[config.mk]
export PLATFORM = sky130hd
export DESIGN_NAME = if_fetch_buf
export DESIGN_NICKNAME = d
export VERILOG_FILES = /design/src/rtl/if_fetch_buf_pkg.sv /design/src/rtl/if_fetch_buf_fifo.sv /design/src/rtl/if_fetch_buf.sv
export SDC_FILE = /design/constraint.sdc
export NUM_CORES = 1
export LEC_CHECK = 0
export CAP_MARGIN = 15
export CELL_PAD_IN_SITES_DETAIL_PLACEMENT = 1
export CELL_PAD_IN_SITES_GLOBAL_PLACEMENT = 2
export CORE_ASPECT_RATIO = 0.6
export CORE_MARGIN = 1.5
export CORE_UTILIZATION = 31
export DETAILED_ROUTE_END_ITERATION = 10
export GPL_ROUTABILITY_DRIVEN = 0
export PLACE_DENSITY = 0.8
export SYNTH_ARGS = -nofsm -noshare
export SYNTH_HDL_FRONTEND = slang
export SYNTH_HIERARCHICAL = 1
export SYNTH_SLANG_ARGS = --single-unit
[constraint.sdc]
create_clock -name clk -period 6.4 [get_ports clk]
set_input_delay 1.28 -clock clk [delete_from_list [all_inputs] [get_ports clk]]
set_output_delay 1.28 -clock clk [all_outputs]
set_load 0.02 [all_outputs]
[src/rtl/if_fetch_buf_pkg.sv]
// Shared constants and types for the instruction fetch buffer.
// Entries carry the fetch address next to the returned word so decode sees both.
package if_fetch_buf_pkg;

  localparam int          IBUS_ADDR_W      = 32;
  localparam logic [31:0] NOP_INST_DEFAULT = 32'h0000_0013;

  localparam logic [0:0] ST_IDLE = 1'b0;
  localparam logic [0:0] ST_WAIT = 1'b1;

  typedef struct packed {
    logic [IBUS_ADDR_W-1:0] addr;
    logic [31:0]            data;
  } fetch_entry_t;

endpackage

[src/rtl/if_fetch_buf_fifo.sv]
// Small FIFO with a combinational head view; clear wins over push and pop.
// Pointers wrap naturally because the depth is a power of two.
module if_fetch_buf_fifo #(
  parameter int DEPTH = 2,
  parameter int WIDTH = 64
) (
  input  logic                       clk,
  input  logic                       rst,
  input  logic                       push,
  input  logic                       pop,
  input  logic                       clear,
  input  logic [WIDTH-1:0]           din,
  output logic [$clog2(DEPTH+1)-1:0] count,
  output logic [WIDTH-1:0]           head
);

  localparam int CW = $clog2(DEPTH + 1);
  localparam int PW = $clog2(DEPTH);

  logic [WIDTH-1:0] mem_reg [DEPTH];
  logic [PW-1:0]    wr_ptr_reg;
  logic [PW-1:0]    rd_ptr_reg;
  logic [CW-1:0]    count_reg;

  always_ff @(posedge clk) begin
    if (push && !clear) begin
      mem_reg[wr_ptr_reg] <= din;
    end
  end

  always_ff @(posedge clk) begin
    if (rst || clear) begin
      wr_ptr_reg <= '0;
      rd_ptr_reg <= '0;
      count_reg  <= '0;
    end else begin
      if (push) wr_ptr_reg <= wr_ptr_reg + PW'(1);
      if (pop)  rd_ptr_reg <= rd_ptr_reg + PW'(1);
      case ({push, pop})
        2'b10:   count_reg <= count_reg + CW'(1);
        2'b01:   count_reg <= count_reg - CW'(1);
        default: count_reg <= count_reg;
      endcase
    end
  end

  assign count = count_reg;
  assign head  = mem_reg[rd_ptr_reg];

endmodule

[src/rtl/if_fetch_buf.sv]
// Fetch stage: one outstanding single-beat read, responses buffered for decode.
// stallreq_o drops only in the cycle a request is accepted, so pc_reg advances once per fetch.
module if_fetch_buf
  import if_fetch_buf_pkg::*;
#(
  parameter int          FIFO_DEPTH = 2,
  parameter logic [31:0] NOP_INST   = NOP_INST_DEFAULT
) (
  input  logic                   clk,
  input  logic                   rst,
  input  logic [IBUS_ADDR_W-1:0] pc_i,
  input  logic                   ce_i,
  input  logic                   ex_branch_flag_i,
  input  logic [4:0]             stalled_i,
  output logic                   stallreq_o,
  output logic                   ibus_req_o,
  output logic [IBUS_ADDR_W-1:0] ibus_addr_o,
  input  logic                   ibus_gnt_i,
  input  logic                   ibus_rvalid_i,
  input  logic [31:0]            ibus_rdata_i,
  output logic [31:0]            inst_o,
  output logic [IBUS_ADDR_W-1:0] inst_addr_o,
  output logic                   inst_valid_o
);

  localparam int CW = $clog2(FIFO_DEPTH + 1);

  logic [0:0]             state_reg;
  logic [IBUS_ADDR_W-1:0] pend_addr_reg;
  logic                   discard_reg;

  logic [CW-1:0] count;
  logic [CW:0]   occupancy;
  logic          in_wait;
  logic          space;
  logic          req;
  logic          accept;
  logic          resp;
  logic          push;
  logic          pop;
  fetch_entry_t  push_entry;
  fetch_entry_t  head_entry;
  logic          unused_stall_bits;

  assign unused_stall_bits = ^{stalled_i[4:2], stalled_i[0]};

  assign in_wait   = (state_reg == ST_WAIT);
  // The outstanding request reserves a slot so its response always fits.
  assign occupancy = {1'b0, count} + {{CW{1'b0}}, in_wait};
  assign space     = occupancy < (CW + 1)'(FIFO_DEPTH);

  assign resp   = in_wait && ibus_rvalid_i;
  assign req    = !rst && ce_i && space && !ex_branch_flag_i && (!in_wait || ibus_rvalid_i);
  assign accept = req && ibus_gnt_i;

  assign push = resp && !discard_reg && !ex_branch_flag_i;
  assign pop  = inst_valid_o && !stalled_i[1] && !ex_branch_flag_i;

  assign push_entry.addr = pend_addr_reg;
  assign push_entry.data = ibus_rdata_i;

  if_fetch_buf_fifo #(
    .DEPTH(FIFO_DEPTH),
    .WIDTH($bits(fetch_entry_t))
  ) u_fifo (
    .clk  (clk),
    .rst  (rst),
    .push (push),
    .pop  (pop),
    .clear(ex_branch_flag_i),
    .din  (push_entry),
    .count(count),
    .head (head_entry)
  );

  always_ff @(posedge clk) begin
    if (rst) begin
      state_reg     <= ST_IDLE;
      pend_addr_reg <= '0;
      discard_reg   <= 1'b0;
    end else begin
      if (accept) begin
        state_reg     <= ST_WAIT;
        pend_addr_reg <= pc_i;
      end else if (resp) begin
        state_reg <= ST_IDLE;
      end
      // A branch while a read is in flight poisons that read's response.
      if (resp) begin
        discard_reg <= 1'b0;
      end else if (ex_branch_flag_i && in_wait) begin
        discard_reg <= 1'b1;
      end
    end
  end

  assign ibus_req_o   = req;
  assign ibus_addr_o  = pc_i;
  assign stallreq_o   = !accept;
  assign inst_valid_o = (count != '0);
  assign inst_o       = inst_valid_o ? head_entry.data : NOP_INST;
  assign inst_addr_o  = inst_valid_o ? head_entry.addr : '0;

endmodule

==> results_dict.tcl <==
set metrics [dict create \
    met3_usage 0.0402 \
    synth.avg_cell_area_um2 15.4 \
    fp.dieH_um 119 \
    setup_ws_ns 1.26 \
    tns_ns 0 \
    outcome "complete, no violations" \
    first_global_vias 4435 \
    cts_buffers 17 \
    ctsResizeCount 0 \
    hpwl_um 9550 \
    dp_slack_ns 1.23 \
    rsz0062_at_grt "no" \
    relSlewSlack 0.353 \
    end_kind "output pin" \
    met1_usage 0.179 \
    grt_use_total 0.137 \
    max-cap-violations 0 \
    synth_edf_count 128 \
    arrival_ns 3.86 \
    ant_nets 0 \
    antenna_found_initial 0 \
    synthFlopType "edfxtp_1" \
    cts_root_buffer "clkbuf_16" \
    final_common_cell "clkdlybuf4s50_1" \
    grt_max_degree 67 \
    final_nets 667 \
    setup_viol 0 \
    grt_overflow 0 \
    start_kind "input pin" \
    gr-max-usage-layer "met2" \
    drive_gt1_frac 0.204 \
    clk_pin_slew_ns 0.07 \
    final_cell_mix "clkdlybuf4s50_1, edfxtp_1, mux2_2, and2_1, dfxtp_1" \
    syn_area_um2 7000 \
    io_buffer_count 169 \
    drt_iter0_markers 152 \
    ys_seq_elements 167 \
    crit_type "input pin to output pin" \
    yosysSeqAreaShare 0.661 \
    cts_hold_buf 0 \
    postCtsSetupBuffers 0 \
    leakagePower_nw 3.29 \
    r2r-start "in_wait" \
    crit_path_frequent_cell "clkdlybuf4s50_1" \
    wl_per_cell_um 17.4 \
    finalCritPeriodShare 0.803 \
    met2_usage 0.219 \
    cts_buffer_depth 2 \
    drt-total-wl_um 15500 \
    crit_family "buffers and inverters" \
    drcViolationCount 0 \
    start_util 0.317 \
    hp-class "register to register" \
    placementRows 42 \
    antenna_cells 0 \
    via_per_inst 4.45 \
    multi_input_area_um2 2030 \
    syn_inst 453 \
    first_pass_iters 4 \
    via_count 3963 \
    fmax_ghz 0.195 \
    io_pins 174 \
    ys.warnings.count 6 \
    r2r_slack_ns 3.98 \
    path_buf_inv 3 \
    reg2reg_to "u_fifo/mem_reg[1][0]" \
    h-tree-depth 4 \
    finClkSkew_ns 0.00979 \
    slew_viol_final 0 \
    synth.distinct_cells 28 \
    critPathCapture "stallreq_o" \
    synth_nets 529 \
    max_stage_delay_ns 0.86 \
    required_ns 5.12 \
    final-seq-area_um2 4630 \
    tightest_slew_ns 0.971 \
    cp-startpoint "ex_branch_flag_i" \
    hold_viol 0 \
    vdd_drop_max_mv 0.149 \
    r2r_cells 5 \
    fillers 2222 \
    power_density_nw_per_um2 242 \
    min_period_ns 5.14 \
    clock-sinks 167 \
    area_delta_synth_final_pct 33.0 \
    clkLatencyLatePin_ns 0.42 \
    path_cells "clkdlybuf4s50_1 -> nor4b_4 -> o211a_4 -> inv_2 -> clkdlybuf4s50_1" \
    grt_first_pass_wirelength_um 24200 \
    synthArstFlopShare 0 \
    die_width_um 197 \
    dieArea_um2 23500 \
    cts_tree "done" \
    cp_slowest_cell "clkdlybuf4s50_1" \
    largest_reg_flops 128 \
    core_um2 22100 \
    crit_cells 5 \
    critPathMaxFanout 23 \
]
[stage by stage]
step / hold slack, ns / cell area [um2] / util / power (mW) / std cells
3_5_place_dp: 0.435 / 8730 / 0.396 / 1.32 / 857
2_1_floorplan: 0.418 / 7010 / - / 1.25 / 453
6_report: 0.439 / 9300 / 0.422 / 2.25 / 890
3_3_place_gp: 0.426 / 8730 / 0.396 / 1.31 / 857
5_1_grt: 0.452 / 9300 / 0.422 / 2.33 / 890
4_1_cts: 0.445 / 9280 / 0.421 / 2.28 / 889
[cell usage after synthesis (6+ instances only)]
| master | n | share of area |
|---|---|---|
| dfxtp_1 | 39 | 0.11 |
| clkbuf_1 | 11 | 0.0059 |
| buf_4 | 33 | 0.035 |
| nand2b_1 | 26 | 0.023 |
| nor3_1 | 6 | 0.0043 |
| mux2i_1 | 11 | 0.016 |
| buf_2 | 7 | 0.0050 |
| nor2b_1 | 22 | 0.020 |
| and2_1 | 61 | 0.055 |
| edfxtp_1 | 128 | 0.55 |
| mux2_2 | 67 | 0.11 |
| mux2_4 | 18 | 0.039 |
[worst min-delay path by stage]
stage	from	end	depth (start not counted)
after detailed placement	pend_addr_reg[14]	u_fifo/mem_reg[1][46]	0
after floorplan	pend_addr_reg[0]	u_fifo/mem_reg[0][32]	0
final	pend_addr_reg[14]	u_fifo/mem_reg[1][46]	0
after global routing	pend_addr_reg[16]	u_fifo/mem_reg[1][48]	0
after global placement	pend_addr_reg[25]	u_fifo/mem_reg[1][57]	0
after CTS	pend_addr_reg[14]	u_fifo/mem_reg[1][46]	0
[report_power, final]
group          switching [mW]  internal, mW  total (mW)  leakage (nW)
Clock                   0.404         0.551       0.955         0.265
Combinational          0.0493        0.0721       0.121          1.45
Sequential            0.00479          1.17        1.17          1.57
[per-layer routing]
layer  vias to the layer above  part of all wire
met4                         0             0.013
met1                      1982              0.47
met5                         -                 0
li1                       1852                 -
met3                        17             0.052
met2                       112              0.46
[kinds of logic (layout without fill, tap and decap cells)]
kind of cell,after synthesis,after routing,synth area share
adder cells (fa/ha/maj),1,1,0.00179
AND/OR/NAND/NOR,121,121,0.110
buffers and inverters,57,208,0.0527
flip-flops,167,167,0.661
multiplexers,96,96,0.162
AO/OA/AOI/OAI,7,7,0.00787
XOR/XNOR,4,4,0.00501
[cell type report]
| cell class | count | area share |
|---|---|---|
| Sequential cell | 167 | 0.497 |
| Multi-Input combinational cell | 229 | 0.218 |
| Timing Repair Buffer | 173 | 0.186 |
| Clock buffer | 25 | 0.0546 |
| Tap cell | 286 | 0.0385 |
| Clock inverter | 7 | 0.00457 |
| Inverter | 3 | 0.00121 |
No activity file was read; power rests on OpenSTA's default activity.
